**config.mk**
```make
export PLATFORM = sky130hd
export DESIGN_NAME = ct_spsram_256x7_ctrl
export DESIGN_NICKNAME = d
export VERILOG_FILES = /design/src/rtl/ct_spsram_256x7_ctrl.sv
export SDC_FILE = /design/constraint.sdc
export NUM_CORES = 1
export LEC_CHECK = 0
export ABC_AREA = 1
export CORE_ASPECT_RATIO = 0.7
export CORE_MARGIN = 4
export CORE_UTILIZATION = 45
export CTS_BUF_LIST = sky130_fd_sc_hd__clkbuf_4 sky130_fd_sc_hd__clkbuf_8
export DETAILED_ROUTE_END_ITERATION = 6
export PLACE_DENSITY_LB_ADDON = 0.25
export SLEW_MARGIN = 20
export SYNTH_ARGS = -nofsm -noshare
export SYNTH_HDL_FRONTEND = slang
export SYNTH_SLANG_ARGS = --single-unit
```
**constraint.sdc**
```tcl
create_clock -name CLK -period 4.35 [get_ports CLK]
set_input_delay 0.87 -clock CLK [delete_from_list [all_inputs] [get_ports CLK]]
set_output_delay 0.87 -clock CLK [all_outputs]
set_load 0.005 [all_outputs]
```
**src/rtl/ct_spsram_256x7_ctrl.sv**
```systemverilog
`default_nettype none
// ============================================================================
// ct_spsram_256x7_ctrl : sweep-clear + valid/ready front end for a 256x7 SP SRAM
// Rev 1.0
// ============================================================================
module ct_spsram_256x7_ctrl #(
   parameter bit         INIT_EN  = 1'b1,
   parameter logic [6:0] INIT_VAL = 7'h00
) (
   input  logic       CLK,
   input  logic       RST,
   input  logic       req_vld,
   output logic       req_rdy,
   input  logic       req_wr,
   input  logic [7:0] req_addr,
   input  logic [6:0] req_wdata,
   input  logic [6:0] req_wmask,
   output logic       rsp_vld,
   input  logic       rsp_rdy,
   output logic [6:0] rsp_rdata,
   output logic       init_done,
   output logic [7:0] A,
   output logic       CEN,
   output logic       GWEN,
   output logic [6:0] WEN,
   output logic [6:0] D,
   input  logic [6:0] Q
);

   typedef enum logic [0:0] {
      ST_INIT = 1'b0,
      ST_RUN  = 1'b1
   } state_t;

   state_t     r_state;
   state_t     w_state_nxt;
   logic [7:0] r_icnt;
   logic       r_inflight;
   logic [1:0] r_cnt;
   logic       r_wptr;
   logic       r_rptr;
   logic [6:0] r_mem [0:1];

   logic       w_run;
   logic       w_sweep;
   logic       w_pop;
   logic       w_accept;
   logic [2:0] w_occ;

   always_ff @(posedge CLK) begin
      if (RST) begin
         r_state <= INIT_EN ? ST_INIT : ST_RUN;
      end else begin
         r_state <= w_state_nxt;
      end
   end

   always_comb begin
      w_state_nxt = r_state;
      if (r_state == ST_INIT && r_icnt == 8'hFF) begin
         w_state_nxt = ST_RUN;
      end
   end

   // Outputs are gated by RST so the macro stays idle while reset is held.
   always_comb begin
      w_run     = (r_state == ST_RUN) && !RST;
      w_sweep   = (r_state == ST_INIT) && !RST;
      w_pop     = (r_cnt != 2'd0) && rsp_rdy;
      w_occ     = {1'b0, r_cnt} + {2'b00, r_inflight} - {2'b00, w_pop};
      init_done = w_run;
      req_rdy   = w_run && (w_occ < 3'd2);
      w_accept  = req_vld && req_rdy;
      rsp_vld   = (r_cnt != 2'd0);
      rsp_rdata = r_mem[r_rptr];

      A    = req_addr;
      D    = req_wdata;
      WEN  = ~req_wmask;
      GWEN = ~req_wr;
      CEN  = ~w_accept;
      if (w_sweep) begin
         A    = r_icnt;
         D    = INIT_VAL;
         WEN  = 7'h00;
         GWEN = 1'b0;
         CEN  = 1'b0;
      end
   end

   always_ff @(posedge CLK) begin
      if (RST) begin
         r_icnt     <= 8'h00;
         r_inflight <= 1'b0;
         r_cnt      <= 2'd0;
         r_wptr     <= 1'b0;
         r_rptr     <= 1'b0;
      end else begin
         if (r_state == ST_INIT) begin
            r_icnt <= r_icnt + 8'h01;
         end
         // Q is only valid the cycle after the read edge, so capture then.
         r_inflight <= w_accept && !req_wr;
         if (r_inflight) begin
            r_wptr <= ~r_wptr;
         end
         if (w_pop) begin
            r_rptr <= ~r_rptr;
         end
         r_cnt <= r_cnt + {1'b0, r_inflight} - {1'b0, w_pop};
      end
   end

   always_ff @(posedge CLK) begin
      if (!RST && r_inflight) begin
         r_mem[r_wptr] <= Q;
      end
   end

endmodule
`default_nettype wire

```
== After elaboration in Yosys (flattened, before gate mapping) ==
Memory sizes are Yosys's and may differ from the RTL's. A register that Yosys moved wholly into a read port is not among the register bits.
Index checks and enable logic that the tools add are counted.
Widths: inputs -> output; s select.

* Memories: 1
* Input port bits: 34
* RAM bits: 14
* Logic and storage cells: 40
* Bits in registers: 14

{| class="wikitable"
|+ Memories
! memory !! words !! bits a word !! read ports !! clocked after memory_dff !! wr ports !! line !! text
|-
| r_mem || 2 || 7 || 1 || 1 || 1 || 42 || <nowiki>logic [6:0] r_mem [0:1];</nowiki>
|}

* $add $sub $neg: 5
* Reductions and logical operators: 11
* Bitwise logic cells: 6
* Multiplexer cells: 9
* Equal/unequal tests: 1
* $lt $le $gt $ge: 1

{| class="wikitable"
|+ Operators with widths
! kind !! number
|-
| $mux 7 || 2
|-
| $add 8x1->8 const B || 1
|-
| $eq 8x8->1 const B || 1
|-
| $logic_and 1x1->1 || 8
|-
| $mux 8 || 1
|-
| $not 7->7 || 1
|-
| $mux 1 || 6
|-
| $not 1->1 || 5
|-
| $add 2x1->3 || 1
|-
| $lt 3x2->1 const B || 1
|-
| $sub 3x1->3 || 1
|-
| $add 2x1->2 || 1
|-
| $logic_not 1->1 || 2
|-
| $reduce_bool 2->1 || 1
|-
| $sub 2x1->2 || 1
|}

== Depth between registers and ports, before layout ==
* Depth in word-level cells: 8
* Gate-level depth with buffers: 11
* Depth with buffers taken out: 11

== Least setup slack after synthesis ==
No wires, ideal clock.

* Path kind: input port to output port
* Start point: in rsp_rdy
* End point: out CEN
* Stages on the path: 11
* Data arrival time: 2176 ps
* Slack: 1304 ps
* Data required time: 3480 ps
* Path buffers: 0
* Path through: o21a_1 -> ha_1 -> inv_1 -> ha_1 -> fa_1 -> inv_1 -> nand2_1 -> nand2_1 -> nand4_1 -> nand2_1 -> inv_1

* Longest elaborated chain between the ends: 7

{| class="wikitable"
|+ RTL lines
! item !! line !! text
|-
| start: declaration || 19 || <nowiki>input logic rsp_rdy,</nowiki>
|-
| $logic_and 1x1->1 || 69 || <nowiki>w_pop = (r_cnt != 2'd0) && rsp_rdy;</nowiki>
|-
| $sub 3x1->3 || 70 || <nowiki>w_occ = {1'b0, r_cnt} + {2'b00, r_inflight} - {2'b00, w_pop};</nowiki>
|-
| $lt 3x2->1 || 72 || <nowiki>req_rdy = w_run && (w_occ < 3'd2);</nowiki>
|-
| $logic_and 1x1->1 || 72 ||
|-
| $logic_and 1x1->1 || 73 || <nowiki>w_accept = req_vld && req_rdy;</nowiki>
|-
| $not 1->1 || 81 || <nowiki>CEN = ~w_accept;</nowiki>
|-
| $mux 1 || 82 || <nowiki>if (w_sweep) begin</nowiki>
|-
| end: declaration || 23 || <nowiki>output logic CEN,</nowiki>
|}

No other way between the ends.

== Worst setup path after layout ==
* Start point: in rsp_rdy
* End point: out CEN

* Longest elaborated chain between the ends: 7

{| class="wikitable"
|+ RTL lines
! item !! line !! text
|-
| $logic_and 1x1->1 || 69 ||
|-
| via w_pop || 46 || <nowiki>logic w_pop;</nowiki>
|-
| $sub 3x1->3 || 70 ||
|-
| via w_occ[1] || 48 || <nowiki>logic [2:0] w_occ;</nowiki>
|-
| $lt 3x2->1 || 72 ||
|-
| $logic_and 1x1->1 || 72 ||
|-
| $logic_and 1x1->1 || 73 ||
|-
| $not 1->1 || 81 ||
|-
| $mux 1 || 82 ||
|}

The timed path passes the listed nets, and every way through them passes these cells.

==> metrics <==
total number of vias=1309; cts hold-fix bufs=0; largest net degree at the start of global routing=22; Synthesized Nets=214; clock latency on the worst-skew pair=0.28 ns; Overall Global Routing Usage=19.2%; Post-Syn Instances=176; Worst slew margin=31.1%; antenna violations before repair=0; vias in the first global route=1267; first-pass GRT wire length=5780 um; row count=16; metal1 wirelength=1630 um; final setup fails=0; TritonCTS clock tree=yes; Max Transition Viols Final=0; Post-CTS Resized=0; post-CTS setup buffer count=0; sw frac=21.2%; final WL=3580 um; TritonCTS Buffers=5; antenna viol nets, final=0; metal3 WL=182 um; Fin Clk Skew=0.00599 ns; Synth area leaders=edfxtp_1 30%, dfxtp_1 21%, nand2_1 11%; Crit. End Element=output port; Static Leak=0.954 nW; yosys warns=0; min Tclk post-route=4.02 ns; die width=75.2 um; hold_sp=r_wptr; RR Endpoint=r_inflight; sequential power share=39.2%; fmax=249 MHz; multi-input logic area=551 um2; RSZ-0062 raised after global routing=no; htree depth=2; Initial Util=49.1%; share of cells above drive strength 1=7.69%; Max-Cap Viols=0; DR WL/cell=12.7 um; Synth top cells by count=41 x nand2_1, 35 x nor2_1, 31 x inv_1; CTS Sinks=29; Clk pwr share=41.4%; Die Y=55.1 um; synthesized flop and latch total=29; R2R cell count=10; setup_tns=0 ns; WHS Endpoint=r_wptr; worst hold-check path type=flip-flop to flip-flop; Synth async-reset ratio=0%; number of fill cells=212; gpl congestion=0.840; Setup WS post-layout=0.330 ns; leading area contributor after synthesis=edfxtp_1; maximum vdd drop=374 uV; Critical Path AT=3.15 ns; Non-Filler Instances=283; period utilization=92.4%; worst-path fanout max=3; Internal=614 uW; antenna cells=0; Final Power=779 uW; max layer used=met4; crit path kind=primary input to output port; nets@finish=284; Layout area overhead=57.6%; residual DRC count=0; Pwr Density=347 nW/um2; Max Root-Sink Buffers=2; worst r2r src=r_cnt[1]; metal2 WL=1760 um; internal reg-to-reg setup slack=2.47 ns; register area=721 um2; sequential area share after synthesis=50.6%; clk slew on worst S/H paths=0.06 ns; DRT iter0 DRCs=63; CP max stage delay=0.49 ns; Ports=68; worst-path cell chain=clkdlybuf4s50_1 > o21a_1 > ha_1 > inv_1 > ha_1 > fa_1 > inv_1 > nand4_1 > nand2_1 > inv_1 > clkdlybuf4s50_1; grt total ovfl=0; P_sw=165 uW; Worst Setup Start Kind=primary input; status=complete, no violations; Worst Tran Pin Value=1.03 ns; Buffers on Ports=67; most common cell in the synthesized netlist=nand2_1; share of the synthesized area in the top cell type=29.5%; core area=2900 um2; Hold Vio Cnt, Final=0; post-detail-place hpwl=2830 um; Mapped Area=1420 um2; Synth Flop Type=dfxtp_1; syn_area_per_cell=8.09 um2; Worst path most repeated cell=inv_1; Data required, critical path=3.48 ns; DR pass1 iterations=5; die area=4140 um2; placed cell count=275; Hold Crit Depth=2; Post-Place Setup Slack=0.332 ns; via-per-instance ratio=4.63; number of flops mapped to enable cells by yosys=14; Worst path slowest cell=clkdlybuf4s50_1; Cell variety after synth=21; root buffer cell=clkbuf_8; combinational power share=19.5%
-- stage by stage --
| step | area, um2 | util, % | hold WS, ns |
|---|---|---|---|
| floorplan | 1420 | - | 0.437 |
| detailed placement | 2110 | 72.7 | 0.462 |
| CTS | 2240 | 77.3 | 0.471 |
| global route | 2240 | 77.3 | 0.513 |
| global placement | 2110 | 72.7 | 0.456 |
| finish | 2240 | 77.3 | 0.474 |
-- critical path, delay by kind of cell --
kind	cells	cell delay [ns]
buffers and inverters	5	1.04
adders and majority gates	3	0.93
and+or+nand+nor	2	0.18
AOI/OAI and AO/OA	1	0.14
-- power groups by stage --
stage	Clock [mW]	Combinational, mW	Sequential, mW
detailed placement	0	0.152	0.311
floorplan	0	0.0723	0.305
CTS	0.327	0.154	0.306
global placement	0	0.148	0.311
global route	0.340	0.172	0.307
finish	0.323	0.152	0.305
-- kinds of logic (layout without fill, tap and decap cells) --
kind of cell               Yosys count  count (layout)  synth area share [%]
and+or+nand+nor                     86              86                  24.2
buffers and inverters               37             108                  10.7
DFF                                 29              29                  50.6
AOI/OAI and AO/OA                   13              13                  4.92
muxes                                7               7                  5.54
adders and majority gates            4               4                  4.04
-- worst max path at each step --
stage / startpoint / to / depth (start not counted)
after floorplan: rsp_rdy / CEN / 11
after global placement: rsp_rdy / CEN / 11
after detailed placement: rsp_rdy / CEN / 11
after CTS: rsp_rdy / CEN / 11
after global routing: rsp_rdy / CEN / 11
final: rsp_rdy / CEN / 11
-- placed cells by master, fill, tap and decap left out --
cell,n
nand3_1,6
dfxtp_1,15
o21ai_0,7
nand2_1,41
inv_1,31
clkdlybuf4s50_1,67
fa_1,1
clkbuf_8,5
o21ai_1,1
nor2_1,35
bufinv_16,2
nor2_2,1
nand4_1,1
o21a_1,2
a21oi_1,3
mux2_2,7
nand2_4,1
edfxtp_1,14
clkinv_2,1
inv_2,2
ha_1,3
nor3_1,1
-- routing by layer --
layer / GRT usage [%] / vias up
met3: 6.86 / 2
met4: 3.49 / 0
met2: 31.6 / 31
li1: - / 682
met5: 0 / -
met1: 24.9 / 594
-- area by class of cell --
type / instances / share of cell area, %
tap: 36 / 2.01
inverter: 33 / 5.52
clock buffer: 5 / 3.07
sequential: 29 / 32.1
timing repair buffer: 67 / 29.9
clock inverter: 3 / 2.90
multi-input combinational: 110 / 24.5
-- flip-flops by register name (all words and copies together) (netlist names), named ones only --
register	flops
r_rptr	1
r_state	1
r_mem	14
r_icnt	8
r_cnt	2
r_wptr	1
r_inflight	1
Power figures use the tool's default switching activity.
